[src/rtl/muldiv_iter.sv]
// Iterative multiply/divide unit: shift-add multiply and restoring divide,
// one bit per cycle, with signed fix-up in a final correction step.
module muldiv_iter #(
  parameter int WIDTH = 16,
  parameter int CNT_W = $clog2(WIDTH) + 1
) (
  input  logic             clk,
  input  logic             rst,
  input  logic             start,
  input  logic [1:0]       op,
  input  logic [WIDTH-1:0] opA,
  input  logic [WIDTH-1:0] opB,
  output logic             ready,
  output logic             done,
  output logic [WIDTH-1:0] hi_bits,
  output logic [WIDTH-1:0] lo_bits,
  output logic             div0,
  output logic             ovf
);

  typedef enum logic [1:0] {IDLE, CALC, FIX, DONE} state_t;

  state_t               state, state_nxt;
  logic [1:0]           op_q;
  logic                 sign_a, sign_b, div0_q, ovf_q;
  logic [WIDTH-1:0]     mag_b;
  logic [2*WIDTH-1:0]   prod;
  logic [CNT_W-1:0]     cnt;

  logic                 in_sa, in_sb, in_div0, in_ovf;
  logic [WIDTH-1:0]     in_ma, in_mb;
  logic [WIDTH:0]       mul_sum, div_shift, div_diff;
  logic                 div_ge;
  logic [2*WIDTH-1:0]   mul_step, div_step, prod_neg;
  logic [WIDTH-1:0]     fix_hi, fix_lo;

  // Operand conditioning at the accept point: signs, magnitudes, special cases
  always_comb begin
    in_sa   = op[0] & opA[WIDTH-1];
    in_sb   = op[0] & opB[WIDTH-1];
    in_ma   = in_sa ? -opA : opA;
    in_mb   = in_sb ? -opB : opB;
    in_div0 = op[1] && (opB == '0);
    in_ovf  = (op == 2'b11) && (opA == {1'b1, {(WIDTH-1){1'b0}}}) && (opB == '1);
  end

  // Both algorithms keep the running value in prod: {partial/remainder, shifting operand}
  always_comb begin
    mul_sum   = {1'b0, prod[2*WIDTH-1:WIDTH]} + (prod[0] ? {1'b0, mag_b} : '0);
    mul_step  = {mul_sum, prod[WIDTH-1:1]};
    div_shift = {prod[2*WIDTH-1:WIDTH], prod[WIDTH-1]};
    div_diff  = div_shift - {1'b0, mag_b};
    div_ge    = div_shift >= {1'b0, mag_b};
    div_step  = {div_ge ? div_diff[WIDTH-1:0] : div_shift[WIDTH-1:0],
                 prod[WIDTH-2:0], div_ge};
    prod_neg  = -prod;
  end

  always_comb begin
    fix_hi = prod[2*WIDTH-1:WIDTH];
    fix_lo = prod[WIDTH-1:0];
    if (div0_q) begin
      fix_hi = prod[2*WIDTH-1:WIDTH];
      fix_lo = prod[WIDTH-1:0];
    end else if (op_q[1]) begin
      fix_lo = (sign_a ^ sign_b) ? -prod[WIDTH-1:0] : prod[WIDTH-1:0];
      fix_hi = sign_a ? -prod[2*WIDTH-1:WIDTH] : prod[2*WIDTH-1:WIDTH];
    end else if (sign_a ^ sign_b) begin
      fix_hi = prod_neg[2*WIDTH-1:WIDTH];
      fix_lo = prod_neg[WIDTH-1:0];
    end
  end

  always_ff @(posedge clk or posedge rst) begin
    if (rst) state <= IDLE;
    else     state <= state_nxt;
  end

  always_comb begin
    state_nxt = state;
    ready     = 1'b0;
    done      = 1'b0;
    unique case (state)
      IDLE: begin
        ready = 1'b1;
        if (start) state_nxt = in_div0 ? FIX : CALC;
      end
      CALC: if (cnt == CNT_W'(WIDTH - 1)) state_nxt = FIX;
      FIX:  state_nxt = DONE;
      DONE: begin
        done      = 1'b1;
        state_nxt = IDLE;
      end
      default: state_nxt = IDLE;
    endcase
  end

  always_ff @(posedge clk or posedge rst) begin
    if (rst) begin
      op_q    <= '0;
      sign_a  <= 1'b0;
      sign_b  <= 1'b0;
      div0_q  <= 1'b0;
      ovf_q   <= 1'b0;
      mag_b   <= '0;
      prod    <= '0;
      cnt     <= '0;
      hi_bits <= '0;
      lo_bits <= '0;
      div0    <= 1'b0;
      ovf     <= 1'b0;
    end else begin
      unique case (state)
        IDLE: if (start) begin
          op_q   <= op;
          sign_a <= in_sa;
          sign_b <= in_sb;
          div0_q <= in_div0;
          ovf_q  <= in_ovf;
          mag_b  <= in_mb;
          cnt    <= '0;
          // Divide-by-zero result is preloaded so FIX can pass it straight through
          prod   <= in_div0 ? {opA, {WIDTH{1'b1}}} : {{WIDTH{1'b0}}, in_ma};
        end
        CALC: begin
          cnt  <= cnt + 1'b1;
          prod <= op_q[1] ? div_step : mul_step;
        end
        FIX: begin
          hi_bits <= fix_hi;
          lo_bits <= fix_lo;
          div0    <= div0_q;
          ovf     <= ovf_q;
        end
        default: ;
      endcase
    end
  end

endmodule

[config.mk]
export PLATFORM = sky130hd
export DESIGN_NAME = muldiv_iter
export DESIGN_NICKNAME = d
export VERILOG_FILES = /design/src/rtl/muldiv_iter.sv
export SDC_FILE = /design/constraint.sdc
export NUM_CORES = 1
export LEC_CHECK = 0
export CAP_MARGIN = 15
export CORE_ASPECT_RATIO = 1.5
export CORE_UTILIZATION = 40
export CTS_BUF_LIST = sky130_fd_sc_hd__clkbuf_4
export DETAILED_ROUTE_END_ITERATION = 8
export DONT_BUFFER_PORTS = 1
export GPL_TIMING_DRIVEN = 0
export MAX_ROUTING_LAYER = met4
export PLACE_DENSITY = 0.57
export SLEW_MARGIN = 20
export SYNTH_ARGS = -nofsm -noshare
export SYNTH_HDL_FRONTEND = slang
export SYNTH_SLANG_ARGS = --single-unit
[constraint.sdc]
create_clock -name clk -period 4.1 [get_ports clk]
set_input_delay 0.615 -clock clk [delete_from_list [all_inputs] [get_ports clk]]
set_output_delay 0.615 -clock clk [all_outputs]
set_load 0.01 [all_outputs]
* Word level (Yosys, flattened, before mapping)
Cells that the tools add are included.
** Storage, ports and cells
- Bits in latches :: 0
- Bits in read-only memories :: 0
- Input bits :: 37
- Memory bits (writable) :: 0
- Memories kept :: 0
- Bits in registers :: 95
- Word-level logic and storage cells :: 67
- Output and inout bits :: 36
** Operators by class
- $add $sub $neg :: 8
- Equality and inequality tests :: 9
- Order comparisons :: 1
- Div/mod/pow operators :: 0
- Multiply operators :: 0
- Multiplexer cells :: 24
- Shift operators :: 0
- Bitwise gates (word level) :: 3
- Reduce and logical (&&, ||, !) cells :: 9
** Operator list (number)
- 16-bit 2-to-1 mux :: 12
- 32-bit 2-to-1 mux :: 3
- 16-bit negator :: 4
- 32-bit case mux with 2 select lines :: 1
- 16-bit equality test, second input constant :: 2
- 32-bit negator :: 1
- 16-bit by 16-bit adder with 17-bit output :: 1
- 17-bit by 16-bit >= comparator with 1-bit output :: 1
- 16-bit logical NOT :: 1
- 16-bit subtractor :: 1
- 5-bit case mux with 2 select lines :: 1
- 2-bit case mux with 4 select lines :: 1
- 2-bit equality test, second input constant :: 3
- 2-bit 2-to-1 mux :: 3
- 2-bit AND reduction :: 3
- 5-bit by 1-bit adder with 5-bit output, second input constant :: 1
- 5-bit by 4-bit equality test with 1-bit output, second input constant :: 1
- 5-bit 2-to-1 mux :: 1
- 2-bit != test, second input constant :: 2
- 1-bit logical AND :: 3
- 1-bit AND :: 2
- 2-bit by 1-bit equality test with 1-bit output, second input constant :: 1
- 2-bit logical NOT :: 1
- 1-bit 2-to-1 mux :: 2
- other kinds (2) :: 2

* Longest topological paths before layout
- Depth after elaboration :: 5
- Depth in mapped cells :: 13
- Mapped depth without buffers :: 12

* Worst setup path before layout
No wires, ideal clock.
- Path type :: register to register
- From :: reg prod[0]
- To :: reg hi_bits[4]
- Setup slack :: 1.351 ns
- Required time :: 3.963 ns
- Cell stages (with the launch flop) :: 12
- Path buffers :: 1
- Setup time :: 0.137 ns
- Clock period less this slack :: 2.749 ns
- Data arrival time :: 2.612 ns
- Cell sequence :: dfrtp_1 -> inv_1 -> clkbuf_1 -> ha_1 -> nor4b_1 -> nand3_1 -> nor4_2 -> a21oi_1 -> or2_2 -> o21ai_0 -> xor2_1 -> a21oi_1
** Between the ends
- Word-level cells in the longest chain between the ends :: 4
** Ends and longest elaborated chain
- start: declaration :: RTL line 27 : logic [2*WIDTH-1:0] prod;
- start signal: assignment :: RTL line 123 : prod <= in_div0 ? {opA, {WIDTH{1'b1}}} : {{WIDTH{1'b0}}, in_ma};
- start signal: assignment :: RTL line 127 : prod <= op_q[1] ? div_step : mul_step;
- 32-bit negator :: RTL line 56 : prod_neg = -prod;
- 16-bit 2-to-1 mux :: RTL line 68 : end else if (sign_a ^ sign_b) begin
- 16-bit 2-to-1 mux :: RTL line 65 : end else if (op_q[1]) begin
- 16-bit 2-to-1 mux :: RTL line 62 : if (div0_q) begin
- end signal: assignment :: RTL line 130 : hi_bits <= fix_hi;
- end: declaration :: RTL line 15 : output logic [WIDTH-1:0] hi_bits,
No other way between the ends.
A chain may end at the register's enable or synchronous reset.

* Worst setup path after layout
- From :: reg prod[0]
- To :: reg hi_bits[10]
Same word-level chain as after synthesis.

==> metrics.md <==
| Metric | Value |
|---|---|
| Worst R2R Path Depth | `11` |
| Top cell type's share of synthesized area | `~31%` |
| Syn avg cell area | `8.146 µm²` |
| Met3 wire length | `1000 µm` |
| Reg2reg end | `hi_bits[10]$_DFFE_PP0P_` |
| Fin nets | `1026` |
| Reg-to-reg critical path startpoint | `prod[0]$_DFFE_PP0P_` |
| Worst Path Buf+Inv | `2` |
| Vias in the first global route | `roughly 6800` |
| Clk_lat worst skew | `0.52 ns` |
| Post-Place Worst Slack | `between 0.4 and 0.5 ns` |
| Die X | `114.4 µm` |
| Worst slew pin tran | `0.9942 ns` |
| GPL Wtd Cong | `0.9448` |
| Core ar. | `0.01855 mm²` |
| Ys flop type | `dfrtp_1` |
| Ports | `73` |
| RSZ-0062 raised after global routing | `no` |
| Cells along the critical path | `inv_1 > clkbuf_1 > ha_1 > nor4b_1 > nand3_1 > nor4_2 > a21oi_1 > or2_2 > o22ai_1 > xor2_1 > a21oi_1` |
| Fmax | `0.2669 GHz` |
| Clock buffer depth | `2` |
| CP Launch Type | `register` |
| FF+latch count, synth | `94` |
| Post-route insts no fill | `about 1200` |
| Row cnt | `61` |
| Crit path max-delay cell type | `dfrtp_1` |
| Seq/Total Area, Yosys | `between 30% and 40%` |
| Critical Path RT | `4.49 ns` |
| Iter 0 DRT Violations | `473` |
| CP max FO | `10` |
| Final-report setup violation count | `0` |
| Delay-heaviest family, CP | `simple AND/OR/NAND/NOR gates` |
| Via count | `6957` |
| Max VDD drop | `253.7 µV` |
| Worst path max stage delay | `0.55 ns` |
| Leakage | `3.516 nW` |
| EDFF count, synth | `0` |
| GRT overflow | `0` |
| Share of cells above drive strength 1 | `5.690%` |
| Final Max Tran Viols | `0` |
| Hold depth | `2` |
| Post-CTS setup buffers | `0` |
| Worst hold slack | `0.2133 ns` |
| Largest net degree at the start of global routing | `50` |
| Post-synth top area cell | `dfrtp_1` |
| Total track usage | `25.81%` |
| CP Data Arrival Time | `between 4 and 5 ns` |
| Initial antenna violation count | `1` |
| Fin crit share | `91.37%` |
| Max_slew headroom | `33.21%` |
| Final cell utilization of the core | `43.49%` |
| Top post-synthesis cells by area | `dfrtp_1, ha_1, a21oi_1` |
| DRT met1 WL | `between 9000 and 10000 µm` |
| HPWL Detailed | `19060 µm` |
| Final Hold Viols | `0` |
| Worst Hold Launch | `opB[15]` |
| Die height | `170.6 µm` |
| Area of the die | `0.01952 mm²` |
| CTS tree | `yes` |
| Clk sinks | `94` |
| Power per cell area | `between 900 and 1000 mW/mm²` |
| Routed vias/inst | `5.783` |
| First-pass GRT wire length | `37050 µm` |
| Max_cap viols | `0` |
| Minimum clock period after layout | `3.746 ns` |
| DRC Markers | `0` |
| Critical path type | `register to register` |
| Synth-to-layout area growth | `6.352%` |
| Yosys warnings | `0` |
| Netlist cell types | `77` |
| Hold Path End | `mag_b[15]$_DFFE_PP0P_` |
| Initial DRT Pass Iterations | `5` |
| Detail Route Antenna Nets | `0` |
| Setup tns final | `0 ns` |
| Crit-path most repeated cell | `a21oi_1` |
| Post-Syn Instances | `931` |
| FFs w/ async S/R, synth | `100.0%` |
| Worst Setup End Kind | `register` |
| H-Tree Level Count | `3` |
| Met2 WL | `12390 µm` |
| I/O Buffers | `0` |
| DP Cell Count | `1184` |
| R2R Setup Slk | `0.35 ns` |
| CTS buffer count | `9` |
| Status | `finished, final reports clean` |
| Clk root buf | `clkbuf_4` |
| Mapped Area | `0.007584 mm²` |
| Setup WS post-layout | `0.3537 ns` |
| Routed Wire Length | `between 20000 and 25000 µm` |
| Top Metal Used | `met4` |
| Type of the most critical hold path | `input port to register` |
| Worst Skew | `0.02794 ns` |
| Avg WL per Cell | `roughly 20 µm` |
| Post-synth net total | `1013` |
| Clock transition at path regs | `0.17 ns` |
| Initial Util | `40.89%` |
## sequential cells by signal, summed over array words and instances, names as in the netlist
register	flops
mag_b	16
sign_a	1
state	2
cnt	5
ovf_q	1
hi_bits	16
op_q	1
sign_b	1
lo_bits	16
ovf	1
div0	1
prod	32
div0_q	1
## worst max path at each step
stage	startpoint	endpoint	slack, ns	depth (start not counted)
6_report	prod[0]$_DFFE_PP0P_	hi_bits[10]$_DFFE_PP0P_	0.35	11
5_1_grt	prod[0]$_DFFE_PP0P_	hi_bits[12]$_DFFE_PP0P_	0.03	11
4_1_cts	prod[0]$_DFFE_PP0P_	hi_bits[10]$_DFFE_PP0P_	0.40	11
3_5_place_dp	prod[0]$_DFFE_PP0P_	hi_bits[10]$_DFFE_PP0P_	0.43	11
3_3_place_gp	rst	cnt[4]$_DFFE_PP0P_	-0.20	1
2_1_floorplan	rst	cnt[0]$_DFFE_PP0P_	1.04	1
## layout make-up
class	count	area (µm²)
fill	1937	10480
clock buffer	10	75.07
clock inverter	6	43.79
inverter	41	158.9
multi-input combinational	743	4830
tap	252	315.3
antenna	2	5.005
timing repair buffer	2	37.54
sequential	94	2352
buffer	53	247.7
## timing repair
item | CTS | global route
resized for setup | 0 | 0
endpoints found under the hold margin | 45 | 0
hold buffers | 1 | 0
## metrics by stage
stage	cell area, µm²	total power, W
2_1_floorplan	7584	0.005813
3_3_place_gp	7899	0.007179
3_5_place_dp	7931	0.007226
4_1_cts	8060	0.007738
5_1_grt	8063	0.008404
6_report	8065	0.007757
## cells by family after synthesis
| logic type | share of synthesized area, % |
|---|---|
| flip-flops | 31.02 |
| XOR/XNOR | 9.008 |
| adder cells (fa/ha/maj) | 7.623 |
| multiplexers | 4.191 |
| AND/OR/NAND/NOR | 19.91 |
| AO/OA/AOI/OAI | 22.95 |
| buffers and inverters | 5.296 |
## worst reg2reg max path, cell delays in order (launching register included)
cell,delay [ns]
dfrtp_1,0.55
inv_1,0.30
clkbuf_1,0.50
ha_1,0.31
nor4b_1,0.46
nand3_1,0.26
nor4_2,0.32
a21oi_1,0.12
or2_2,0.32
o22ai_1,0.21
xor2_1,0.18
a21oi_1,0.08
## where the power goes
| part | switching (W) | total (W) | internal (W) |
|---|---|---|---|
| Sequential | 0.000560 | 0.00192 | 0.00136 |
| Combinational | 0.00325 | 0.00534 | 0.00208 |
| Clock | 0.000366 | 0.000503 | 0.000136 |
## metal layers
metal | global-route usage [%] | vias up
li1 | - | 3371
met1 | 27.36 | 3299
met2 | 46.53 | 221
met3 | 3.224 | 66
met4 | 13.50 | 0
met5 | - | -
## synthesized netlist by cell type (all sizes together) (3+ instances only)
cell,n
a31oi,9
a21oi,90
nor3,21
clkbuf,44
buf,9
o22ai,7
and2,6
mux2i,25
nor2b,4
o41ai,4
o21bai,3
o21a,4
nand3,18
xnor2,39
o211ai,12
or2,7
nand2b,5
nor2,112
mux2,6
o21ai,61
or3,7
nor3b,6
nand2,96
o311ai,8
and3,3
dfrtp,94
o211a,3
a221oi,14
ha,43
xor2,39
a21o,15
nand4,8
nor4,9
inv,41
o31ai,12
a211oi,9
and4,5
or4,4
## placed cells by master (no fill, tap or decap), drive strengths merged, types with 21 or more instances in the layout
cell type  count
clkbuf        54
nor3          21
dfrtp         94
nand2         96
inv           44
nor2         112
mux2i         25
o21ai         61
ha            43
xnor2         39
xor2          39
a21oi         90
Note: power is estimated with default switching activity, not from simulation.
